$ cat src/rtl/mnist_pkg.sv
// rtl/mnist_pkg.sv - shared MNIST CNN constants, sample type and signed max helper
package mnist_pkg;

    localparam int DEF_DATA_W = 8;
    localparam int CONV1_CH   = 8;
    localparam int CONV2_CH   = 16;
    localparam int IMG_28     = 28;
    localparam int IMG_24     = 24;
    localparam int IMG_12     = 12;
    localparam int IMG_8      = 8;
    localparam int IMG_4      = 4;

    typedef logic signed [DEF_DATA_W-1:0] sample_t;

    // Callers sign-extend narrower samples to 32 bits and truncate the result back.
    function automatic logic signed [31:0] smax(input logic signed [31:0] a,
                                                input logic signed [31:0] b);
        return (a > b) ? a : b;
    endfunction

endpackage

$ cat src/rtl/maxpool_layer_if.sv
// rtl/maxpool_layer_if.sv - pixel stream in/out bundle for the max-pooling stage
interface maxpool_layer_if
    import mnist_pkg::*;
#(
    parameter int CHANNELS = CONV1_CH,
    parameter int DATA_W   = DEF_DATA_W
);
    logic                         valid_in;
    logic [CHANNELS*DATA_W-1:0]   data_in;
    logic                         valid_out;
    logic [CHANNELS*DATA_W-1:0]   data_out;
    logic                         last_out;

    modport master (output valid_in, data_in, input valid_out, data_out, last_out);
    modport slave  (input valid_in, data_in, output valid_out, data_out, last_out);
endinterface

$ cat src/rtl/pool_line_buf.sv
// rtl/pool_line_buf.sv - half-width line buffer holding horizontal maxima of the even row
module pool_line_buf #(
    parameter int DEPTH = 14,
    parameter int WIDTH = 64,
    parameter int AW    = 4
) (
    input  logic             clk,
    input  logic             rst,
    input  logic             i_wr_en,
    input  logic [AW-1:0]    i_wr_addr,
    input  logic [WIDTH-1:0] i_wr_data,
    input  logic [AW-1:0]    i_rd_addr,
    output logic [WIDTH-1:0] o_rd_data,
    output logic             o_valid
);
    logic [WIDTH-1:0] r_mem [DEPTH];
    logic             r_valid;

    // No reset on the storage so it maps to distributed RAM.
    always_ff @(posedge clk) begin
        if (i_wr_en)
            r_mem[i_wr_addr] <= i_wr_data;
    end

    always_ff @(posedge clk or posedge rst) begin
        if (rst)
            r_valid <= 1'b0;
        else if (i_wr_en)
            r_valid <= 1'b1;
    end

    assign o_rd_data = r_mem[i_rd_addr];
    assign o_valid   = r_valid;
endmodule

$ cat src/rtl/maxpool_layer.sv
// rtl/maxpool_layer.sv - streaming 2x2 stride-2 max pooling; MAXPOOL_RELU_EN fuses a ReLU on the output
module maxpool_layer
    import mnist_pkg::*;
#(
    parameter int CHANNELS = CONV1_CH,
    parameter int DATA_W   = DEF_DATA_W,
    parameter int IMG_W    = IMG_28,
    parameter int IMG_H    = IMG_28
) (
    input  logic            clk,
    input  logic            rst,
    maxpool_layer_if.slave  bus
);
    localparam int CW       = $clog2(IMG_W);
    localparam int RW       = $clog2(IMG_H);
    localparam int PW       = CHANNELS * DATA_W;
    localparam int LB_DEPTH = IMG_W / 2;
    localparam int LB_AW    = (LB_DEPTH > 1) ? $clog2(LB_DEPTH) : 1;
    localparam int LAST_COL = (IMG_W / 2) * 2 - 1;
    localparam int LAST_ROW = (IMG_H / 2) * 2 - 1;

    logic [CW-1:0]    r_col;
    logic [RW-1:0]    r_row;
    logic [PW-1:0]    r_hold;
    logic [PW-1:0]    r_data_out;
    logic             r_valid_out;
    logic             r_last_out;

    logic             w_col_end;
    logic             w_row_end;
    logic             w_lb_wr;
    logic             w_emit;
    logic             w_last;
    logic             w_lb_valid;
    logic [LB_AW-1:0] w_lb_addr;
    logic [PW-1:0]    w_h;
    logic [PW-1:0]    w_lb_rd;
    logic [PW-1:0]    w_res;

    assign w_col_end = (r_col == CW'(IMG_W - 1));
    assign w_row_end = (r_row == RW'(IMG_H - 1));
    assign w_lb_addr = LB_AW'(r_col >> 1);
    assign w_lb_wr   = bus.valid_in & r_col[0] & ~r_row[0];
    // Odd dimensions never reach an odd index past the last full window, so no range check.
    assign w_emit    = bus.valid_in & r_col[0] & r_row[0] & w_lb_valid;
    assign w_last    = (r_row == RW'(LAST_ROW)) && (r_col == CW'(LAST_COL));

    for (genvar g = 0; g < CHANNELS; g++) begin : g_ch
        logic signed [DATA_W-1:0] w_hold_s;
        logic signed [DATA_W-1:0] w_pix_s;
        logic signed [DATA_W-1:0] w_h_s;
        logic signed [DATA_W-1:0] w_lb_s;
        logic signed [DATA_W-1:0] w_max_s;

        assign w_hold_s = r_hold[g*DATA_W +: DATA_W];
        assign w_pix_s  = bus.data_in[g*DATA_W +: DATA_W];
        assign w_h_s    = DATA_W'(smax(32'(w_hold_s), 32'(w_pix_s)));
        assign w_lb_s   = w_lb_rd[g*DATA_W +: DATA_W];
        assign w_max_s  = DATA_W'(smax(32'(w_h_s), 32'(w_lb_s)));

        assign w_h[g*DATA_W +: DATA_W] = w_h_s;
`ifdef MAXPOOL_RELU_EN
        assign w_res[g*DATA_W +: DATA_W] = w_max_s[DATA_W-1] ? '0 : w_max_s;
`else
        assign w_res[g*DATA_W +: DATA_W] = w_max_s;
`endif
    end

    pool_line_buf #(
        .DEPTH (LB_DEPTH),
        .WIDTH (PW),
        .AW    (LB_AW)
    ) u_line_buf (
        .clk       (clk),
        .rst       (rst),
        .i_wr_en   (w_lb_wr),
        .i_wr_addr (w_lb_addr),
        .i_wr_data (w_h),
        .i_rd_addr (w_lb_addr),
        .o_rd_data (w_lb_rd),
        .o_valid   (w_lb_valid)
    );

    always_ff @(posedge clk or posedge rst) begin
        if (rst) begin
            r_col       <= '0;
            r_row       <= '0;
            r_hold      <= '0;
            r_data_out  <= '0;
            r_valid_out <= 1'b0;
            r_last_out  <= 1'b0;
        end else begin
            r_valid_out <= 1'b0;
            r_last_out  <= 1'b0;
            if (bus.valid_in) begin
                if (w_col_end) begin
                    r_col <= '0;
                    r_row <= w_row_end ? '0 : r_row + 1'b1;
                end else begin
                    r_col <= r_col + 1'b1;
                end
                if (!r_col[0])
                    r_hold <= bus.data_in;
                if (w_emit) begin
                    r_data_out  <= w_res;
                    r_valid_out <= 1'b1;
                    r_last_out  <= w_last;
                end
            end
        end
    end

    assign bus.valid_out = r_valid_out;
    assign bus.data_out  = r_data_out;
    assign bus.last_out  = r_last_out;
endmodule
$ cat src/flat_wrapper.sv
// flat-port wrapper written by rule: the top's interface ports become plain ports
module maxpool_layer_flat import mnist_pkg::*;
#(
    parameter int CHANNELS = CONV1_CH,
    parameter int DATA_W   = DEF_DATA_W,
    parameter int IMG_W    = IMG_28,
    parameter int IMG_H    = IMG_28
)
  (clk, rst, bus_valid_in, bus_data_in, bus_valid_out, bus_data_out, bus_last_out);
  maxpool_layer_if #(.CHANNELS(CHANNELS), .DATA_W(DATA_W)) bus_i ();
  input  logic clk;
  input  logic rst;
  input wire logic [$bits(bus_i.valid_in)-1:0] bus_valid_in;
  input wire logic [$bits(bus_i.data_in)-1:0] bus_data_in;
  output wire logic [$bits(bus_i.valid_out)-1:0] bus_valid_out;
  output wire logic [$bits(bus_i.data_out)-1:0] bus_data_out;
  output wire logic [$bits(bus_i.last_out)-1:0] bus_last_out;
  assign bus_i.valid_in = bus_valid_in;
  assign bus_i.data_in = bus_data_in;
  assign bus_valid_out = bus_i.valid_out;
  assign bus_data_out = bus_i.data_out;
  assign bus_last_out = bus_i.last_out;
  maxpool_layer #(.CHANNELS(CHANNELS), .DATA_W(DATA_W), .IMG_W(IMG_W), .IMG_H(IMG_H)) u_core (.clk(clk), .rst(rst), .bus(bus_i));
endmodule
$ cat config.mk
export PLATFORM = sky130hd
export DESIGN_NAME = maxpool_layer_flat
export DESIGN_NICKNAME = d
export VERILOG_FILES = /design/src/rtl/mnist_pkg.sv /design/src/rtl/maxpool_layer_if.sv /design/src/rtl/pool_line_buf.sv /design/src/rtl/maxpool_layer.sv /design/src/flat_wrapper.sv
export SDC_FILE = /design/constraint.sdc
export NUM_CORES = 1
export LEC_CHECK = 0
export ABC_AREA = 1
export CORE_MARGIN = 2
export CORE_UTILIZATION = 45
export DETAILED_ROUTE_END_ITERATION = 6
export GPL_ROUTABILITY_DRIVEN = 1
export SLEW_MARGIN = 25
export SYNTH_ARGS = -nofsm -noshare
export SYNTH_HDL_FRONTEND = slang
export SYNTH_SLANG_ARGS = --single-unit
$ cat constraint.sdc
create_clock -name clk -period 15.9 [get_ports clk]
set_input_delay 3.18 -clock clk [delete_from_list [all_inputs] [get_ports clk]]
set_output_delay 3.18 -clock clk [all_outputs]
set_load 0.01 [all_outputs]
-- Word level (Yosys, flattened, before mapping)
Memories as Yosys holds them, arrays and structs flattened.
Index checks and enable logic that the tools add are counted.
- add/subtract/negate cells: 2
- order comparisons: 16
- equal/unequal tests: 2
- mux-type cells: 24
- bitwise logic cells: 6
- reductions and logical operators: 4
- operators by type and width (cell ; count):
    8-bit > comparator ; 16
    8-bit 2-to-1 mux ; 16
    5-bit by 1-bit adder with 5-bit output, second input constant ; 2
    5-bit equality test, second input constant ; 2
    5-bit 2-to-1 mux ; 2
    1-bit 2-to-1 mux ; 6
    2-bit AND reduction ; 3
    1-bit AND ; 4
    1-bit NOT ; 2
    1-bit logical AND ; 1
- flip-flop bits (word level): 141
- RAM bits: 896
- bits of input ports: 67
- output and inout port bits: 66
- logic and storage cells: 62
- memories: 1
- memory list (name ; depth ; bits a word ; read ports ; clocked after memory_dff ; write ports ; line ; RTL):
    u_core.u_line_buf.r_mem ; 14 ; 64 ; 1 ; 0 ; 1 ; pool_line_buf.sv:16 ; logic [WIDTH-1:0] r_mem [DEPTH];

-- Logic depth before layout (Yosys ltp)
Gate-level depths: netlist of the first run.
- depth after elaboration: 5
- gate-level depth with buffers: 25
- gate-level depth less buffers: 25

-- By module
Synthesis of the first run repeated with hierarchy kept, for this count alone.
- cell total of the unflattened synthesis: 4856
- area, all modules: 48143.7 um^2
- modules (own cells, without submodules) (module ; times used ; cells each ; area an instance (um^2) ; seq. area each (um^2)):
    pool_line_buf ; 1 ; 3387 ; 37587.3 ; 26930.8
    maxpool_layer ; 1 ; 1469 ; 10556.4 ; 3503.4

-- Worst setup path after synthesis of the first run
Ideal clock, no wire load.
- path kind: input to register
- from: input port bus_valid_in
- to: memory u_core.u_line_buf.r_mem[11][0] (enable)
- setup time: 565 ps
- arrival: 8044 ps
- data required time: 15335 ps
- slack: 7291 ps
- stages on the path: 5
- buffers on the path: 1
- cell sequence: buf_2 nand2_1 nor2_1 inv_1 nor3_1
- longest elaborated chain between the ends: 4
- RTL lines (item ; line ; RTL):
    start: declaration ; flat_wrapper.sv:13 ; input wire logic [$bits(bus_i.valid_in)-1:0] bus_valid_in;
    1-bit AND (2 in series) ; maxpool_layer.sv:43 ; assign w_lb_wr = bus.valid_in & r_col[0] & ~r_row[0];
    1-bit 2-to-1 mux ; pool_line_buf.sv:21 ; if (i_wr_en)
    1-bit 2-to-1 mux (not written as such) ; pool_line_buf.sv:22 ; r_mem[i_wr_addr] <= i_wr_data;
    end: declaration ; pool_line_buf.sv:16 ;
Every way passes these cells.

-- Worst setup path in the final report of the first run
- from: input port bus_data_in[7]
- to: register u_core.r_data_out[3], in the netlist u_core.bus.data_out[3]
- longest elaborated chain between the ends: 4
- RTL lines (item ; line ; RTL):
    start: declaration ; flat_wrapper.sv:14 ; input wire logic [$bits(bus_i.data_in)-1:0] bus_data_in;
    8-bit > comparator ; mnist_pkg.sv:18 ; return (a > b) ? a : b;
    8-bit 2-to-1 mux ; mnist_pkg.sv:18 ;
    via u_core.g_ch[0].w_h_s[5] ; maxpool_layer.sv:51 ; logic signed [DATA_W-1:0] w_h_s;
    8-bit > comparator ; mnist_pkg.sv:18 ;
    8-bit 2-to-1 mux ; mnist_pkg.sv:18 ;
    end signal: assignment ; maxpool_layer.sv:105 ; r_data_out <= w_res;
    end: declaration ; maxpool_layer.sv:25 ; logic [PW-1:0] r_data_out;
The timed path passes the listed nets, and every way through them passes these cells.
A chain may end at the register's enable or synchronous reset.

==> results of run 1 <==
[layout make-up]
class | instances | area [um^2]
Antenna cell | 1 | 2.50
Multi-Input combinational cell | 2679 | 13000
Tap cell | 1287 | 1610
Fill cell | 8578 | 47700
Clock inverter | 59 | 536
Timing Repair Buffer | 171 | 1640
Clock buffer | 144 | 2980
Sequential cell | 1037 | 30400
Inverter | 170 | 656
[cell usage after synthesis]
cell      count  share of area
buf_4         6         0.0010
a22oi_1       3        0.00050
nand3b_1      1        0.00017
inv_4         1        0.00014
edfxtp_1    896           0.60
buf_6        18         0.0045
clkbuf_1     41         0.0034
inv_1       167          0.014
nand2_1    1428           0.12
nor3b_1       3        0.00050
buf_1         7        0.00059
a41oi_1       1        0.00020
nor2_8        2        0.00089
buf_2       107          0.012
or2_2         1        0.00014
nand2_2       6        0.00084
and3_1        2        0.00028
o31ai_1       2        0.00033
a31oi_1       1        0.00014
nor2_2       42         0.0059
nand4_1     248          0.035
a21o_1        5        0.00084
o21ai_0     148          0.017
nor2_1      229          0.019
o211ai_1      1        0.00017
o21bai_1      9         0.0015
xor2_1        1        0.00020
nand3_2       5         0.0011
nor4_1        1        0.00014
a21oi_1     114          0.013
nand3_1     285          0.032
dfrtp_1     141          0.079
nor3_1        9         0.0010
nand4_2       2        0.00056
ha_1        130          0.036
inv_2         2        0.00017
[worst paths after layout]
kind | start | to | slack (ps) | depth (start not counted)
min in group asynchronous | rst | u_core.bus.data_out[18] | 2890 | 2
hold / removal | u_core.u_line_buf.o_valid | u_core.u_line_buf.o_valid | 450 | 2
setup / recovery | bus_data_in[7] | u_core.bus.data_out[3] | 9140 | 22
setup reg to reg | u_core.r_col[1] | u_core.bus.data_out[21] | 10070 | 20
max in group asynchronous | rst | u_core.bus.data_out[37] | 11790 | 3
hold reg to reg | u_core.u_line_buf.o_valid | u_core.u_line_buf.o_valid | 450 | 2
[flip-flops by register name, summed over array words and instances, names as in the netlist]
signal	flops
u_core.u_line_buf.o_valid	1
u_core.r_hold	64
u_core.u_line_buf.r_mem	896
u_core.r_col	5
u_core.bus.valid_out	1
u_core.r_row	5
u_core.bus.last_out	1
u_core.bus.data_out	64
[worst max-delay path: stages]
cell,delay (ps)
clkdlybuf4s50_1,480
inv_1,60
ha_1,340
a21o_1,190
nor2_1,200
nand2_1,110
nand2_2,170
nand3_1,290
nand2_1,180
nand2_1,310
ha_1,440
nand2_1,70
nor2_1,160
o21ai_0,130
nand3_1,100
nand2_1,50
nand2_1,50
nand2_1,220
inv_1,320
nand3_1,110
nand2_1,100
nand2_1,70
[metrics by stage]
stage / power [W] / cells / area, um^2 / hold WS, ps / worst slack, ps
2_1_floorplan: 0.00619 / 4065 / 44900 / 423 / 7290
3_5_place_dp: 0.00742 / 5344 / 47300 / 440 / 8540
4_1_cts: 0.00992 / 5547 / 50800 / 455 / 9190
5_1_grt: 0.0105 / 5547 / 50800 / 485 / 8790
3_3_place_gp: 0.00738 / 5344 / 47300 / 437 / 8630
6_report: 0.00987 / 5548 / 50800 / 446 / 9140
[metal layers]
| layer | vias up | track usage | part of all wire |
|---|---|---|---|
| met5 | - | 0 | 0.00024 |
| met4 | 4 | 0.0543 | 0.019 |
| met3 | 172 | 0.0422 | 0.073 |
| met2 | 1030 | 0.366 | 0.46 |
| met1 | 14700 | 0.327 | 0.45 |
| li1 | 14400 | - | - |
[power by group through the flow]
stage | registers (W) | clock network, W | logic, W
floorplan | 0.00362 | 0 | 0.00257
global placement | 0.00370 | 0 | 0.00369
detailed placement | 0.00369 | 0 | 0.00373
CTS | 0.00364 | 0.00254 | 0.00374
global route | 0.00366 | 0.00265 | 0.00421
finish | 0.00364 | 0.00250 | 0.00373
[cell families (layout without fill, tap and decap cells)]
group           Yosys count  after routing  share of synthesized area
compound gates          284            284                     0.0329
flops                  1037           1037                      0.678
buf+inv                 349            544                     0.0358
simple gates           2264           2264                      0.217
other cells               0              1                          0
fa+ha+maj               130            130                     0.0363
xor+xnor                  1              1                   0.000195
[placed cells by master (no fill, tap or decap), types with 9 or more instances in the layout]
master and n:
nand2_1 1426, edfxtp_1 896, nand3_1 285, nand4_1 248, nor2_1 215, inv_1 165, o21ai_0 148, dfrtp_1 139
clkdlybuf4s50_1 132, ha_1 130, a21oi_1 114, clkbuf_16 110, nor2_2 42, buf_4 37, clkinv_1 26, clkbuf_1 24
nor2_4 14, clkinv_2 14, clkbuf_8 10, o21bai_1 9, bufinv_16 9
==> impl_metrics.toml, run 1 <==
[status]
status = "complete, but fails checks"
violations = "design-rule violations"

[cts]
htreeDepth = 3
cts_resized = 0
numCtsBuffers = 108
clock_path_buffers = 3
clock_sinks = 1037
cts_hold_buf = 0
cts_tree = "done"
clkTransAtPathRegs_ps = 60
cts_setup_buffers = 0
cts_root_buffer = "clkbuf_16"
insertion_delay_ps = 690

[sta]
fmax_mhz = 148
max-slew-margin-rel = 0.260
hold_viol = 0
rsz0062_at_grt = "no"
tightest_slew_ps = 1110
final-max-slew-violation-count = 0
finClkSkew_ps = 21.8
finalSetupTns_ps = 0
setup_violations = 0
min_period_ps = 6760
fin_crit_sh = 0.425

[worst_setup_path]
crit_fanout = 15
start_kind = "input port"
cp-end-kind = "flip-flop"
worstPathRequired_ps = 16460
crit_type = "in -> reg"
worstPathArrival_ps = 7320

[grt]
grt_overflow = 0
grt_pass1_wl_um = 179000
grt.total_usage = 0.230
antenna_found_initial = 3
grt_pass1_vias = 29100
grt_max_degree = 155

[drt]
vias = 30300
wl_um = 117000
drtIter0Drc = 2748
vias_per_cell = 5.46
drc = 14
first_pass_iters = 7
ant_nets = 0
wl_per_cell_um = 21.2

[final_layout]
syn_to_final_growth_pct = 13.3
layout-drive-gt1-share = 0.0648
fin_nets = 4364
utilization = 0.516

[floorplanning]
die-width_um = 320
rows = 115
die_y_um = 320
start_util = 0.455
die-area_um2 = 102000
coreArea_um2 = 98600
ios = 133

[logic_synthesis]
avgSynthCellArea_um2 = 11.0
synthesis.nets = 4262
ys_types = 36
netlist_area_um2 = 44900
synth-seq-cells = 1037
ys_seq_area_frac = 0.678
ys_warn_count = 0
synth_cells = 4065

[placed_design]
gp_congestion = 0.808
port_buffers = 132
hpwl_um = 62000

[power_and_ir_drop]
switching_share = 0.390
leakagePower_nw = 19.9
seqPwrFrac = 0.369
combPwrFrac = 0.378
p_per_area_nw_per_um2 = 194
ir_worst_vdd_v = 0.000297
p_switching_w = 0.00385
cellInternalPower_w = 0.00602
pwr-share-clk = 0.253

[hold_path]
hold_class = "reg -> reg"

[flow_run]
cap_violations = 0
No activity file was read; power rests on OpenSTA's default activity.
==> run 2: changes to the inputs <==
- clock period: 15.9 -> 6.7 ns (I/O delays scaled with it)
==> run 2 against run 1 <==
Compared with the run above:
- the run now ends clean
- flip-flop and latch count unchanged
- highest routed layer unchanged
- power increased by 140%
- critical path type unchanged
- final cell count about the same
- worst setup slack got worse by 7300 ps
- wire length increased by 0.22%
- worst hold slack improved by 9.8 ps
- sequential share of layout area decreased by 0.39 points
- first-iteration DRC count increased by 6.3%
- critical endpoint is now u_core.bus.data_out[1]
- utilization increased by 0.34 points
==> impl_metrics.toml, run 2 (synthesis results as in run 1) <==
[status]
status = "finished clean"

[drt]
wl_per_cell_um = 21.2
drtIter0Drc = 2920
drc = 0
wl_um = 118000
first_pass_iters = 5
ant_nets = 0
vias = 30400
vias_per_cell = 5.47

[cts]
cts_hold_buf = 0
clkTransAtPathRegs_ps = 60
insertion_delay_ps = 700
numCtsBuffers = 108
cts_tree = "done"
cts_resized = 0
clock_path_buffers = 3
clock_sinks = 1037
cts_setup_buffers = 0
cts_root_buffer = "clkbuf_16"
htreeDepth = 3

[sta]
min_period_ps = 4860
finalSetupTns_ps = 0
finClkSkew_ps = 34.9
max-slew-margin-rel = 0.266
fin_crit_sh = 0.726
worst_slack_ps = 1840
tightest_slew_ps = 1100
hold_viol = 0
setup_violations = 0
fmax_mhz = 206
rsz0062_at_grt = "no"
final-max-slew-violation-count = 0

[grt]
grt_pass1_wl_um = 179000
antenna_found_initial = 2
grt_pass1_vias = 29300
grt.total_usage = 0.229
grt_overflow = 0
grt_max_degree = 166

[worst_setup_path]
max_stage_delay_ps = 500
path_buf_inv = 3
path_cells = "clkdlybuf4s50_1 > inv_1 > ha_1 > a21o_1 > nor2_1 > nand2_1 > nand2_2 > nand3_1 > nand2_1 > nand2_1 > ha_1 > nand2_1 > nor2_1 > o21ai_0 > nand3_1 > nand2_1 > nand2_1 > nand2_1 > inv_1 > nand3_1 > nand2_1 > nand2_1"
cpLargestDelayFamily = "simple AND/OR/NAND/NOR gates"
critPathSlowestCell = "clkdlybuf4s50_1"
reg2reg_to = "u_core.bus.data_out[1]"
crit_type = "in -> reg"
start_kind = "input port"
crit_fanout = 15
r2r_start = "u_core.r_col[2]"
cp-end-kind = "flip-flop"
worstPathRequired_ps = 7260
r2r_slack_ps = 2180
cp_common_cell = "nand2_1"
ff2ff_path_depth = 21
worstPathArrival_ps = 5430

[final_layout]
top_register = "u_core.u_line_buf.r_mem"
syn_to_final_growth_pct = 14.0
largest_reg_flops = 896
final_common_cell = "nand2_1"
layout-drive-gt1-share = 0.0701
final_cell_mix = "nand2_1 (1,426), edfxtp_1 (896), nand3_1 (285), nand4_1 (248), nor2_1 (215)"
fin_nets = 4375
n_antenna_cell = 0
fill_cells = 8499

[power_and_ir_drop]
leakagePower_nw = 20.0
switching_share = 0.392
ir_worst_vdd_v = 0.000370
seqPwrFrac = 0.366
combPwrFrac = 0.380
p_per_area_nw_per_um2 = 461
cellInternalPower_w = 0.0143
p_switching_w = 0.00924
pwr-share-clk = 0.254

[floorplanning]
ios = 133
rows = 115
start_util = 0.455
die_y_um = 320
coreArea_um2 = 98600
die-width_um = 320
die-area_um2 = 102000

[hold_path]
hp-start = "u_core.u_line_buf.o_valid"
hold_class = "reg -> reg"
min_to = "u_core.u_line_buf.o_valid"
min_path_cells = 2

[placed_design]
port_buffers = 132
dp_slack_ps = 1210
hpwl_um = 63000
gp_congestion = 0.844

[flow_run]
cap_violations = 0
## run 2: cell types whose count changed in the layout (fill, tap and decap cells not counted), moves of 2 or more
cell / before / now
clkinv_2: 14 / 22
clkinv_4: 1 / 3
clkbuf_8: 10 / 4
clkinvlp_4: 4 / 7
buf_4: 37 / 31
clkinv_1: 26 / 14
buf_12: 2 / 18
clkbuf_1: 24 / 18
inv_6: 5 / 7
bufinv_16: 9 / 11
## run 2: worst max-delay path by stage
stage                         from                            end  slack [ps]  cells past startpoint
floorplan             bus_valid_in  u_core.u_line_buf.r_mem[7][0]         -70                      5
global placement    bus_data_in[7]         u_core.bus.data_out[0]        1290                     22
detailed placement  bus_data_in[7]         u_core.bus.data_out[1]        1210                     22
CTS                 bus_data_in[7]         u_core.bus.data_out[1]        1920                     22
global route        bus_data_in[7]         u_core.bus.data_out[7]        1520                     22
finish              bus_data_in[7]         u_core.bus.data_out[1]        1840                     22
## run 2: through the flow
step / utilization / std cells / total power [W] / hold slack [ps] / instance area, um^2
finish: 0.519 / 5552 / 0.0236 / 456 / 51200
global route: 0.519 / 5552 / 0.0251 / 463 / 51200
CTS: 0.519 / 5551 / 0.0237 / 459 / 51100
detailed placement: 0.483 / 5354 / 0.0177 / 443 / 47600
global placement: 0.482 / 5352 / 0.0176 / 434 / 47500
floorplan: - / 4065 / 0.0147 / 423 / 44900
## run 2: layer usage
layer	GRT usage	vias up	share of wire
li1	-	14400	-
met1	0.330	14800	0.46
met2	0.368	974	0.46
met3	0.0349	168	0.066
met4	0.0521	2	0.019
met5	0	-	0.00017
## run 2: power groups by stage
stage / Sequential [W] / Clock (W) / Combinational, W
floorplan: 0.00858 / 0 / 0.00610
global placement: 0.00876 / 0 / 0.00883
detailed placement: 0.00875 / 0 / 0.00894
CTS: 0.00863 / 0.00609 / 0.00898
global route: 0.00868 / 0.00634 / 0.0101
finish: 0.00864 / 0.00600 / 0.00895
## run 2: cell type report
type | instances | area (um^2) | area share
clock buffer | 131 | 2850 | 0.0557
tap | 1287 | 1610 | 0.0315
multi-input combinational | 2679 | 13000 | 0.253
clock inverter | 66 | 698 | 0.0136
sequential | 1037 | 30400 | 0.595
inverter | 170 | 656 | 0.0128
timing repair buffer | 182 | 1940 | 0.0380
## run 2: tightest hold or removal path, delay by kind of cell, from the launching register on
family,cells,cell delay (ps)
simple gates,1,50
flops,1,320
buf+inv,1,50
